$ cat src/rtl/ram_arbiter_pkg.sv
// Shared encodings and default widths for the two-requester RAM arbiter.
// No logic; no latency.
// No backpressure.
package ram_arb_pkg;

  localparam int ADDR_W_DEF = 8;
  localparam int DATA_W_DEF = 8;

  typedef enum logic [1:0] {
    ST_IDLE   = 2'd0,
    ST_ACCESS = 2'd1,
    ST_RESP   = 2'd2
  } state_t;

  localparam logic REQ_CPU = 1'b0;
  localparam logic REQ_DBG = 1'b1;

endpackage

$ cat src/rtl/ram_arbiter_if.sv
// Requester handshake and RAM pin bundle shared by the arbiter and its users.
// No logic; no latency.
// Requesters hold req until ack; the ack cycle is the only completion signal.
interface ram_arbiter_if #(
  parameter int ADDR_W = ram_arb_pkg::ADDR_W_DEF,
  parameter int DATA_W = ram_arb_pkg::DATA_W_DEF
);

  logic              req0, req1;
  logic              rwN0, rwN1;
  logic [ADDR_W-1:0] addr0, addr1;
  logic [DATA_W-1:0] wdata0, wdata1;
  logic              lock0, lock1;
  logic              ack0, ack1;
  logic [DATA_W-1:0] rdata;
  logic [1:0]        gnt;
  logic              ram_readWriteN;
  logic [ADDR_W-1:0] ram_address;
  logic [DATA_W-1:0] ram_data_in;
  logic [DATA_W-1:0] ram_data_out;

  modport slave (
    input  req0, req1, rwN0, rwN1, addr0, addr1, wdata0, wdata1,
    input  lock0, lock1, ram_data_out,
    output ack0, ack1, rdata, gnt, ram_readWriteN, ram_address, ram_data_in
  );

  modport master (
    output req0, req1, rwN0, rwN1, addr0, addr1, wdata0, wdata1,
    output lock0, lock1, ram_data_out,
    input  ack0, ack1, rdata, gnt, ram_readWriteN, ram_address, ram_data_in
  );

endinterface

$ cat src/rtl/ram_arbiter_rr_pick2.sv
// Combinational 2-way round-robin picker: on a tie the side that did not win last wins.
// Zero latency.
// No backpressure; valid is simply "any request".
module rr_pick2 (
  input  logic [1:0] req,
  input  logic       last_grant,
  output logic [1:0] winner,
  output logic       valid
);

  always_comb begin
    winner = 2'b00;
    case (req)
      2'b01:   winner = 2'b01;
      2'b10:   winner = 2'b10;
      2'b11:   winner = last_grant ? 2'b01 : 2'b10;
      default: winner = 2'b00;
    endcase
  end

  assign valid = |req;

endmodule

$ cat src/rtl/ram_arbiter.sv
// Round-robin arbiter/sequencer sharing one single-port RAM between CPU (0) and debug (1); RAM_ARB_LOCK_EN enables owner lock.
// Latency: req in cycle N, RAM access N+1, ack + rdata N+2; one transaction per 2 cycles.
// Requesters wait with req held until their ack; the losing side simply stays pending.
module ram_arbiter
  import ram_arb_pkg::*;
#(
  parameter int ADDR_W = ADDR_W_DEF,
  parameter int DATA_W = DATA_W_DEF
) (
  input  logic           clk,
  input  logic           resetN,
  ram_arbiter_if.slave   bus
);

  state_t            state_q, state_d;
  logic              owner_q;
  logic              last_grant_q;
  logic [1:0]        gnt_q;
  logic              rw_q;
  logic [ADDR_W-1:0] addr_q;
  logic [DATA_W-1:0] wdata_q;
  logic [DATA_W-1:0] rdata_q;

  logic [1:0]        req_vec;
  logic [1:0]        pick_win;
  logic              pick_vld;
  logic              pick_id;
  logic              lock_hold;
  logic              grant_en;
  logic              grant_id;
  logic              upd_last;
  logic [DATA_W-1:0] resp_data;

  assign req_vec = {bus.req1, bus.req0};

  rr_pick2 u_pick (
    .req        (req_vec),
    .last_grant (last_grant_q),
    .winner     (pick_win),
    .valid      (pick_vld)
  );

  assign pick_id = (pick_win == 2'b10);

`ifdef RAM_ARB_LOCK_EN
  // Owner keeps the RAM when it asks again with lock set; fairness state untouched.
  assign lock_hold = (state_q == ST_RESP) &&
                     ((owner_q == REQ_DBG) ? (bus.lock1 && bus.req1)
                                           : (bus.lock0 && bus.req0));
`else
  wire unused_lock = bus.lock0 | bus.lock1;
  assign lock_hold = 1'b0;
`endif

  always_comb begin
    state_d  = state_q;
    grant_en = 1'b0;
    grant_id = owner_q;
    upd_last = 1'b0;
    case (state_q)
      ST_IDLE: begin
        if (pick_vld) begin
          grant_en = 1'b1;
          grant_id = pick_id;
          upd_last = 1'b1;
          state_d  = ST_ACCESS;
        end
      end
      ST_ACCESS: state_d = ST_RESP;
      ST_RESP: begin
        if (lock_hold) begin
          grant_en = 1'b1;
          grant_id = owner_q;
          state_d  = ST_ACCESS;
        end else if (pick_vld) begin
          grant_en = 1'b1;
          grant_id = pick_id;
          upd_last = 1'b1;
          state_d  = ST_ACCESS;
        end else begin
          state_d  = ST_IDLE;
        end
      end
      default: state_d = ST_IDLE;
    endcase
  end

  always_ff @(posedge clk or negedge resetN) begin
    if (!resetN) begin
      state_q      <= ST_IDLE;
      owner_q      <= REQ_CPU;
      last_grant_q <= 1'b1;
      gnt_q        <= 2'b00;
      rw_q         <= 1'b1;
      addr_q       <= '0;
      wdata_q      <= '0;
      rdata_q      <= '0;
    end else begin
      state_q <= state_d;
      if (grant_en) begin
        owner_q <= grant_id;
        gnt_q   <= (grant_id == REQ_DBG) ? 2'b10 : 2'b01;
        rw_q    <= (grant_id == REQ_DBG) ? bus.rwN1   : bus.rwN0;
        addr_q  <= (grant_id == REQ_DBG) ? bus.addr1  : bus.addr0;
        wdata_q <= (grant_id == REQ_DBG) ? bus.wdata1 : bus.wdata0;
      end else if (state_q == ST_RESP) begin
        gnt_q <= 2'b00;
      end
      if (upd_last) last_grant_q <= grant_id;
      if (state_q == ST_RESP) rdata_q <= resp_data;
    end
  end

  // RAM output is registered, so during RESP it reflects the ACCESS-cycle address.
  assign resp_data          = rw_q ? bus.ram_data_out : '0;
  assign bus.rdata          = (state_q == ST_RESP) ? resp_data : rdata_q;
  assign bus.ack0           = (state_q == ST_RESP) && (owner_q == REQ_CPU);
  assign bus.ack1           = (state_q == ST_RESP) && (owner_q == REQ_DBG);
  assign bus.gnt            = gnt_q;
  assign bus.ram_readWriteN = (state_q == ST_ACCESS) ? rw_q : 1'b1;
  assign bus.ram_address    = addr_q;
  assign bus.ram_data_in    = wdata_q;

endmodule
$ cat src/flat_wrapper.sv
// flat-port wrapper written by rule: the top's interface ports become plain ports
module ram_arbiter_flat import ram_arb_pkg::*;
#(
  parameter int ADDR_W = ADDR_W_DEF,
  parameter int DATA_W = DATA_W_DEF
)
  (clk, resetN, bus_req0, bus_req1, bus_rwN0, bus_rwN1, bus_addr0, bus_addr1, bus_wdata0, bus_wdata1, bus_lock0, bus_lock1, bus_ram_data_out, bus_ack0, bus_ack1, bus_rdata, bus_gnt, bus_ram_readWriteN, bus_ram_address, bus_ram_data_in);
  ram_arbiter_if #(.ADDR_W(ADDR_W), .DATA_W(DATA_W)) bus_i ();
  input  logic clk;
  input  logic resetN;
  input wire logic [$bits(bus_i.req0)-1:0] bus_req0;
  input wire logic [$bits(bus_i.req1)-1:0] bus_req1;
  input wire logic [$bits(bus_i.rwN0)-1:0] bus_rwN0;
  input wire logic [$bits(bus_i.rwN1)-1:0] bus_rwN1;
  input wire logic [$bits(bus_i.addr0)-1:0] bus_addr0;
  input wire logic [$bits(bus_i.addr1)-1:0] bus_addr1;
  input wire logic [$bits(bus_i.wdata0)-1:0] bus_wdata0;
  input wire logic [$bits(bus_i.wdata1)-1:0] bus_wdata1;
  input wire logic [$bits(bus_i.lock0)-1:0] bus_lock0;
  input wire logic [$bits(bus_i.lock1)-1:0] bus_lock1;
  input wire logic [$bits(bus_i.ram_data_out)-1:0] bus_ram_data_out;
  output wire logic [$bits(bus_i.ack0)-1:0] bus_ack0;
  output wire logic [$bits(bus_i.ack1)-1:0] bus_ack1;
  output wire logic [$bits(bus_i.rdata)-1:0] bus_rdata;
  output wire logic [$bits(bus_i.gnt)-1:0] bus_gnt;
  output wire logic [$bits(bus_i.ram_readWriteN)-1:0] bus_ram_readWriteN;
  output wire logic [$bits(bus_i.ram_address)-1:0] bus_ram_address;
  output wire logic [$bits(bus_i.ram_data_in)-1:0] bus_ram_data_in;
  assign bus_i.req0 = bus_req0;
  assign bus_i.req1 = bus_req1;
  assign bus_i.rwN0 = bus_rwN0;
  assign bus_i.rwN1 = bus_rwN1;
  assign bus_i.addr0 = bus_addr0;
  assign bus_i.addr1 = bus_addr1;
  assign bus_i.wdata0 = bus_wdata0;
  assign bus_i.wdata1 = bus_wdata1;
  assign bus_i.lock0 = bus_lock0;
  assign bus_i.lock1 = bus_lock1;
  assign bus_i.ram_data_out = bus_ram_data_out;
  assign bus_ack0 = bus_i.ack0;
  assign bus_ack1 = bus_i.ack1;
  assign bus_rdata = bus_i.rdata;
  assign bus_gnt = bus_i.gnt;
  assign bus_ram_readWriteN = bus_i.ram_readWriteN;
  assign bus_ram_address = bus_i.ram_address;
  assign bus_ram_data_in = bus_i.ram_data_in;
  ram_arbiter #(.ADDR_W(ADDR_W), .DATA_W(DATA_W)) u_core (.clk(clk), .resetN(resetN), .bus(bus_i));
endmodule
$ cat config.mk
export PLATFORM = sky130hd
export DESIGN_NAME = ram_arbiter_flat
export DESIGN_NICKNAME = d
export VERILOG_FILES = /design/src/rtl/ram_arbiter_pkg.sv /design/src/rtl/ram_arbiter_if.sv /design/src/rtl/ram_arbiter_rr_pick2.sv /design/src/rtl/ram_arbiter.sv /design/src/flat_wrapper.sv
export SDC_FILE = /design/constraint.sdc
export NUM_CORES = 1
export LEC_CHECK = 0
export ABC_AREA = 1
export CAP_MARGIN = 20
export CORE_AREA = 5 5 69 71
export CTS_BUF_LIST = sky130_fd_sc_hd__clkbuf_4 sky130_fd_sc_hd__clkbuf_8 sky130_fd_sc_hd__clkbuf_16
export DETAILED_ROUTE_END_ITERATION = 7
export DIE_AREA = 0 0 74 76
export PLACE_DENSITY = 0.87
export SYNTH_ARGS = -nofsm -noshare
export SYNTH_HDL_FRONTEND = slang
export SYNTH_HIERARCHICAL = 1
export SYNTH_SLANG_ARGS = --single-unit
$ cat constraint.sdc
create_clock -name clk -period 1.8 [get_ports clk]
set_clock_uncertainty 0.15 [all_clocks]
set_input_delay 0.45 -clock clk [delete_from_list [all_inputs] [get_ports clk]]
set_output_delay 0.45 -clock clk [all_outputs]
set_load 0.01 [all_outputs]
### After elaboration in Yosys (flattened, before gate mapping)

Index checks and enable logic that the tools add are counted.
W data, S select, Z words.

* word-level logic and storage cells: 40
* output and inout port bits: 29
* input bits: 48
* register bits: 31

* bitwise logic cells: 1
* equality and inequality tests: 7
* reduce and logical (&&, ||, !) cells: 6
* mux-type cells: 18

Operators with widths (count)
* $mux W8: 4
* $pmux W2 S3: 2
* $mux W2: 5
* $eq A2 B2 Y1 const B: 4
* $mux W1: 7
* $eq A2 B1 Y1 const B: 2
* $reduce_or A2 Y1: 2
* $logic_and A1 B1 Y1: 2
* $logic_not A2 Y1: 1
* $ne A2 B1 Y1 const B: 1
* $reduce_bool A2 Y1: 1
* $not A1 Y1: 1

### Longest topological paths before layout

Gate-level depths: netlist of the first run.

* depth in word-level cells: 7
* gate-level depth with buffers: 10
* mapped depth without buffers: 9

### Modules after synthesis

Netlist of the first run, hierarchy kept.

By module, submodules not included
* ram_arbiter: cells each 206, area an instance 1534.0 um^2, seq. area each 778.2 um^2, instances 1
* rr_pick2: cells each 6, area an instance 27.5 um^2, seq. area each 0.0 um^2, instances 1

### Worst setup path after synthesis of the first run

OpenSTA, ideal clock, no wires.

* kind: flip-flop to output port
* start point: reg u_core.rw_q
* end point: out bus_rdata[0]
* data arrival time: 1151 ps
* data required time: 1200 ps
* cell stages (with the launch flop): 4
* path buffers: 1
* path slack: 49 ps
* path through: dfstp_2 clkbuf_1 nand2_1 o21ai_0

* cells in the longest elaborated chain, start to end: 2

Ends and longest elaborated chain
* from (decl): RTL line ram_arbiter.sv:19 `logic rw_q;`
* from (signal assigned): RTL line ram_arbiter.sv:103 `rw_q <= (grant_id == REQ_DBG) ? bus.rwN1 : bus.rwN0;`
* $mux W8: RTL line ram_arbiter.sv:115 `assign resp_data = rw_q ? bus.ram_data_out : '0;`
* $mux W8: RTL line ram_arbiter.sv:116 `assign bus.rdata = (state_q == ST_RESP) ? resp_data : rdata_q;`
* to (decl): RTL line flat_wrapper.sv:24 `output wire logic [$bits(bus_i.rdata)-1:0] bus_rdata;`

Every way passes these cells.

### Worst setup path in the final report of the first run

Same ends and word-level chain as after synthesis.

==> impl_results.md, run 1 <==
* Critical Path RT at 1200 ps
* Synth top area cells: dfrtp_1, nand2_1, nand3_1, inv_1, dfstp_2
* Worst hold path class: flip-flop to flip-flop
* Total congestion overflow at 0
* Die H at 76 µm
* Switching Share at 31.1%
* Via/cell ratio at 4.61
* Wire per inst at 12.6 µm
* Crit end category: output pin
* Worst Setup Slack, final at -161 ps
* Initial DRC Count at 73
* Syn nets at 260
* Unrepaired setup endpoints after global routing: yes
* Top-count cell post-synth: nand2_1
* Fin crit period at 1960 ps
* Post-Route WL at 4.70 mm
* Clk pwr share at 24.4%
* Drt first pass iters at 4
* CP max FO at 4
* Post-Synthesis Cells at 212
* Failing checks: setup timing
* Post-synth cell types at 16
* Vias at 1,718
* Post-route cell area at 2820 µm²
* DP HPWL at 3.36 mm
* Place WS at -594 ps
* Measured slew at the worst slew-check pin at 189 ps
* Sequential share of the synthesized area at 49.8%
* Cell count after placement at 352
* IO buf count at 74
* Area Growth Syn to Fin at 80.5%
* CTS buffer count at 5
* CTS H-tree lvls at 2
* Filler cells at 325
* Non-filler cells, final at 373
* Period utilisation layout at 109%
* Global placement routability congestion at 0.682
* Root Buffer: clkbuf_8
* Number of flops mapped to enable cells by yosys at 0
* Commonest cells post-synth: nand2_1, dfrtp_1, inv_1, nand3_1, o21ai_0
* Worst vdd ir at 615 µV
* Sequential share of power at 33.9%
* CP Class: flip-flop to output pin
* Nets@finish at 367
* # rows at 24
* Max Clk Rate at 510 MHz
* Clock latency on the worst-skew pair at 280 ps
* Worst-path clk slew at 70 ps
* Pins Over Slew Limit at 0
* LEAKAGE at 1.67 nW
* Max-Cap Viols at 0
* Die footprint at 5620 µm²
* Cell internal pwr at 1.98 mW
* Final ANT Viol Nets at 0
* Pin count of the biggest net entering global routing at 32
* Layout cells sized above 1 at 25.9%
* Final count of negative-setup-slack endpoints at 9
* Status: finished, violations left
* Max Buffers Root-to-Sink at 2
* First-pass GRT wire length at 7.56 mm
* Register bit total from synthesis at 31
* Yosys top cell by area: dfrtp_1
* P per Cell Area at 1020 nW/µm²
* WP data arrival at 1360 ps
* DR DRC count at 0
* CP Launch Type: flip-flop
* Setup_tns at -1060 ps
* Yosys warns at 6
* Starting Density at 37.4%
* Rel. slew slack at 87.3%
* Logic pwr share at 41.6%
* CTS tree: built
* Initial antenna violation count at 1
* Mapped Avg Cell Area at 7.37 µm²
* Core ar. at 4170 µm²
* Post-synth ARST share at 100%
* Dominant register cell in the synthesized netlist: dfrtp_1
* Horiz. Die Dim at 74 µm
* CTS Hold Bufs at 0
* Total track usage at 17.3%
* I/O pins at 77
* Post-DP Area at 2510 µm²
* Hold Fails Final Rpt at 0
* Cell area after synthesis at 1560 µm²
* Worst hold slack at 321 ps
* Clock sinks at 31
* Top cell type's share of synthesized area at 46.5%
* Vias in the first global route at 1,722
* NetSw at 0.893 mW
[path summary, 6_finish.rpt]
check / endpoint / slack, ps / depth (start not counted) / startpoint
min in group asynchronous: u_core/rdata_q[7] / 380 / 2 / resetN
max reg2reg: u_core/bus.ram_data_in[1] / 240 / 9 / u_core/last_grant_q
max: bus_rdata[0] / -160 / 4 / u_core/rw_q
min reg2reg: u_core/rdata_q[2] / 320 / 2 / u_core/rdata_q[2]
min: u_core/rdata_q[2] / 320 / 2 / u_core/rdata_q[2]
max in group asynchronous: u_core/last_grant_q / 870 / 2 / resetN
[power by group through the flow]
stage | Combinational, mW | Clock (mW) | Sequential (mW)
5_1_grt | 1.32 | 0.745 | 0.996
3_5_place_dp | 1.07 | 0 | 0.989
3_3_place_gp | 1.05 | 0 | 0.983
2_1_floorplan | 0.394 | 0 | 1.01
4_1_cts | 1.14 | 0.715 | 0.977
6_report | 1.20 | 0.702 | 0.975
[stage by stage]
stage	utilization (%)	power [mW]
2_1_floorplan	-	1.41
3_3_place_gp	60.3	2.03
3_5_place_dp	60.3	2.06
4_1_cts	64.7	2.84
5_1_grt	67.5	3.06
6_report	67.5	2.87
[layer usage]
| layer | vias to the layer above | GRT usage, % | part of all wire, % |
|---|---|---|---|
| met2 | 56 | 31.6 | 55 |
| met3 | 14 | 4.62 | 7.4 |
| met5 | - | 0 | 0 |
| met1 | 792 | 18.3 | 35 |
| met4 | 0 | 6.52 | 2.7 |
| li1 | 856 | - | - |
[critical path, stage by stage (launching register included)]
cell,delay (ps)
dfstp_2,580
buf_6,120
nand2_2,60
o21ai_2,160
buf_2,150
[flip-flops by register name, summed over array words and instances (netlist names)]
name                    flops
u_core/state_q              2
u_core/last_grant_q         1
u_core/owner_q              1
u_core/rdata_q              8
u_core/bus.ram_address      8
u_core/rw_q                 1
u_core/bus.ram_data_in      8
u_core/bus.gnt              2
[final cells by class]
class	instances	area [µm²]	area share, %
flip-flops and latches	31	778	27.6
diodes	1	2.50	0.0888
multi-input cells	148	698	24.8
inverters	23	86.3	3.06
clock buffers	6	82.6	2.93
repair buffers	110	1070	38.0
well taps	52	65.1	2.31
clock inverters	2	35.0	1.24
[what timing repair did]
item                                    4_1_cts  5_1_grt
setup buffers                                 7        4
pin swaps                                     9        7
gates resized for setup                      76       28
endpoints found under the setup margin       12       41
cloned                                        1        0
[kinds of logic (layout without fill, tap and decap cells)]
logic type	Yosys count	in the layout	synth area share, %
flops	31	31	49.8
buf+inv	33	141	10.8
simple gates	139	139	36.5
other cells	0	1	0
compound gates	9	9	2.88
[cell usage in the layout, fill, tap and decap left out, types with 6 or more instances in the layout]
master | synthesis | final
buf_4 | 0 | 26
buf_2 | 5 | 10
clkdlybuf4s50_1 | 0 | 44
clkbuf_8 | 0 | 6
o21ai_2 | 0 | 8
nand2_2 | 4 | 9
nand2_1 | 107 | 98
nand3_1 | 22 | 22
inv_1 | 22 | 21
buf_6 | 3 | 7
dlymetal6s2s_1 | 0 | 16
dfrtp_1 | 29 | 29
Power figures use the tool's default switching activity.
==> run 2: changes to the inputs <==
--- a/config.mk
+++ b/config.mk
@@ -12,6 +12,7 @@
 export DETAILED_ROUTE_END_ITERATION = 7
 export DIE_AREA = 0 0 74 76
 export PLACE_DENSITY = 0.87
+export SLEW_MARGIN = 30
 export SYNTH_ARGS = -nofsm -noshare
 export SYNTH_HDL_FRONTEND = slang
 export SYNTH_HIERARCHICAL = 1
==> results of run 2 <==
The final DEF is identical to that of run 1; final timing and power are the same.
==> run 3: changes to the inputs <==
--- a/config.mk
+++ b/config.mk
@@ -7,11 +7,13 @@
 export LEC_CHECK = 0
 export ABC_AREA = 1
 export CAP_MARGIN = 20
-export CORE_AREA = 5 5 69 71
+export CELL_PAD_IN_SITES_DETAIL_PLACEMENT = 0
+export CELL_PAD_IN_SITES_GLOBAL_PLACEMENT = 1
+export CORE_AREA = 5 5 83 85
 export CTS_BUF_LIST = sky130_fd_sc_hd__clkbuf_4 sky130_fd_sc_hd__clkbuf_8 sky130_fd_sc_hd__clkbuf_16
 export DETAILED_ROUTE_END_ITERATION = 7
-export DIE_AREA = 0 0 74 76
-export PLACE_DENSITY = 0.87
+export DIE_AREA = 0 0 88 90
+export PLACE_DENSITY = 0.86
 export SLEW_MARGIN = 30
 export SYNTH_ARGS = -nofsm -noshare
 export SYNTH_HDL_FRONTEND = slang
==> run 3 against run 2 <==
Net effect:
- the run still ends with setup timing left
- cell count is 6.7% higher
- utilization fell by 19 points
- design area up 6.3%
- global-route usage down 4.0 points
- via count decreased by 3.0%
- hold slack about the same
- clock power fell by 13%
- sequential power rose by 0.9%
- die area increased by 41%
- critical path type unchanged
- largest cell class unchanged
==> impl_results.md, run 3 (synthesis gave the netlist of run 1 again) <==
* Wire per inst at 12.9 µm
* LEAKAGE at 1.69 nW
* Via/cell ratio at 4.19
* Status: finished, violations left
* Area Growth Syn to Fin at 92.0%
* Most common cell after layout, fill and taps aside: nand2_1
* Layout cells sized above 1 at 29.0%
* Inserted Diodes at 0
* Worst hold path class: flip-flop to flip-flop
* Measured slew at the worst slew-check pin at 392 ps
* Multi-input logic area at 761 µm²
* # rows at 29
* CP Launch Type: flip-flop
* Pins Over Slew Limit at 0
* CTS tree: built
* DP HPWL at 3.42 mm
* Leading cell types in the layout, fill and taps excluded: nand2_1, clkdlybuf4s50_1, dfrtp_1, buf_4, nand3_1
* Max-Cap Viols at 0
* Initial DRC Count at 62
* Crit end category: output pin
* Crit path buf inv count at 2
* Fin crit period at 1930 ps
* Vias in the first global route at 1,749
* Failing checks: setup timing
* Critical Path, Cell by Cell: buf_6 -> nand2_2 -> o21ai_2 -> buf_2
* Post-Route WL at 5.15 mm
* Crit path largest cell delay at 580 ps
* CP Class: flip-flop to output pin
* Period utilisation layout at 107%
* Horiz. Die Dim at 88 µm
* Total congestion overflow at 0
* Root Buffer: clkbuf_8
* Final core occ at 48.9%
* Final ANT Viol Nets at 0
* Worst Setup Slack, final at -126 ps
* Worst-path clk slew at 60 ps
* Max Clk Rate at 519 MHz
* CTS H-tree lvls at 2
* Die footprint at 7920 µm²
* Filler cells at 600
* Die H at 90 µm
* Pin count of the biggest net entering global routing at 17
* Final count of negative-setup-slack endpoints at 10
* Initial antenna violation count at 0
* Max Buffers Root-to-Sink at 2
* Critical Path RT at 1200 ps
* Worst hold slack at 321 ps
* CP delay by family, top: flip-flops
* CP max-delay cell: dfstp_2
* Core ar. at 6130 µm²
* First-pass GRT wire length at 8.26 mm
* Drt first pass iters at 4
* Rel. slew slack at 73.9%
* Nets@finish at 368
* CP max FO at 5
* Hold Fails Final Rpt at 0
* FF/Latch Area at 778 µm²
* Clock sinks at 31
* I/O pins at 77
* CTS buffer count at 5
* DR DRC count at 0
* Global placement routability congestion at 0.664
* IO buf count at 74
* Clock latency on the worst-skew pair at 280 ps
* P per Cell Area at 981 nW/µm²
* WP data arrival at 1330 ps
* Worst vdd ir at 434 µV
* Starting Density at 25.5%
* Total track usage at 13.3%
* Vias at 1,667
* Unrepaired setup endpoints after global routing: yes
* R2R setup slack at 320 ps
[run 3: cell count changes in the layout (fill, tap and decap cells not counted), moves of 2 or more]
cell | before | now
o21ai_4 | 0 | 5
buf_12 | 4 | 6
nand2_2 | 9 | 14
o21ai_2 | 8 | 3
nand2_1 | 98 | 93
buf_2 | 10 | 4
buf_6 | 7 | 11
nor2_1 | 3 | 1
[run 3: worst register-to-register path, stage by stage (launching register included)]
cell and delay, ps:
dfrtp_1 400, inv_2 80, nand2_4 80, buf_16 160
nand2_2 70, o21ai_4 60, buf_4 130, buf_4 120
buf_4 120
[run 3: report_power, final]
part	switching (mW)	internal, mW	leakage (nW)
registers	0.103	0.882	0.377
clock network	0.247	0.364	0.0549
logic	0.598	0.747	1.26
total	0.947	1.99	1.69
[run 3: stage by stage]
step | total power, mW | cells | setup slack (ps) | cell area [µm²] | TNS, ps
floorplan | 1.41 | 212 | 49.4 | 1560 | 0
global placement | 2.06 | 376 | -576 | 2550 | -8320
detailed placement | 2.07 | 376 | -586 | 2550 | -8640
CTS | 2.81 | 394 | -120 | 2770 | -916
global route | 3.14 | 398 | -208 | 3000 | -1610
finish | 2.94 | 398 | -126 | 3000 | -980
[run 3: final cells by class]
| class | count | area share, % |
|---|---|---|
| clock buffers | 8 | 3.46 |
| inverters | 23 | 2.88 |
| flip-flops and latches | 31 | 26.0 |
| repair buffers | 111 | 39.1 |
| multi-input cells | 148 | 25.4 |
| well taps | 77 | 3.21 |
[run 3: path summary, 6_finish.rpt]
kind                                    from                  end  depth (start not counted)
min reg2reg                u_core/rdata_q[5]    u_core/rdata_q[5]                          2
min                        u_core/rdata_q[5]    u_core/rdata_q[5]                          2
max reg2reg                u_core/state_q[0]    u_core/rdata_q[3]                          8
min in group asynchronous             resetN    u_core/rdata_q[7]                          2
max in group asynchronous             resetN  u_core/last_grant_q                          3
max                              u_core/rw_q         bus_rdata[6]                          4
[run 3: layer usage]
metal	up-vias	share of wire, %	GRT usage, %
li1	856	-	-
met1	766	40	16.1
met2	43	52	22.6
met3	2	6.6	4.39
met4	0	0.41	3.07
met5	-	0	0
[run 3: timing repair]
item                                   CTS  global route
resized for setup                       78            46
pin swaps                                7             3
setup buffers                            9             3
hold buffers                             1             0
endpoints found under the hold margin   14             0
setup endpoints to repair               13            43
cloned                                   1             1
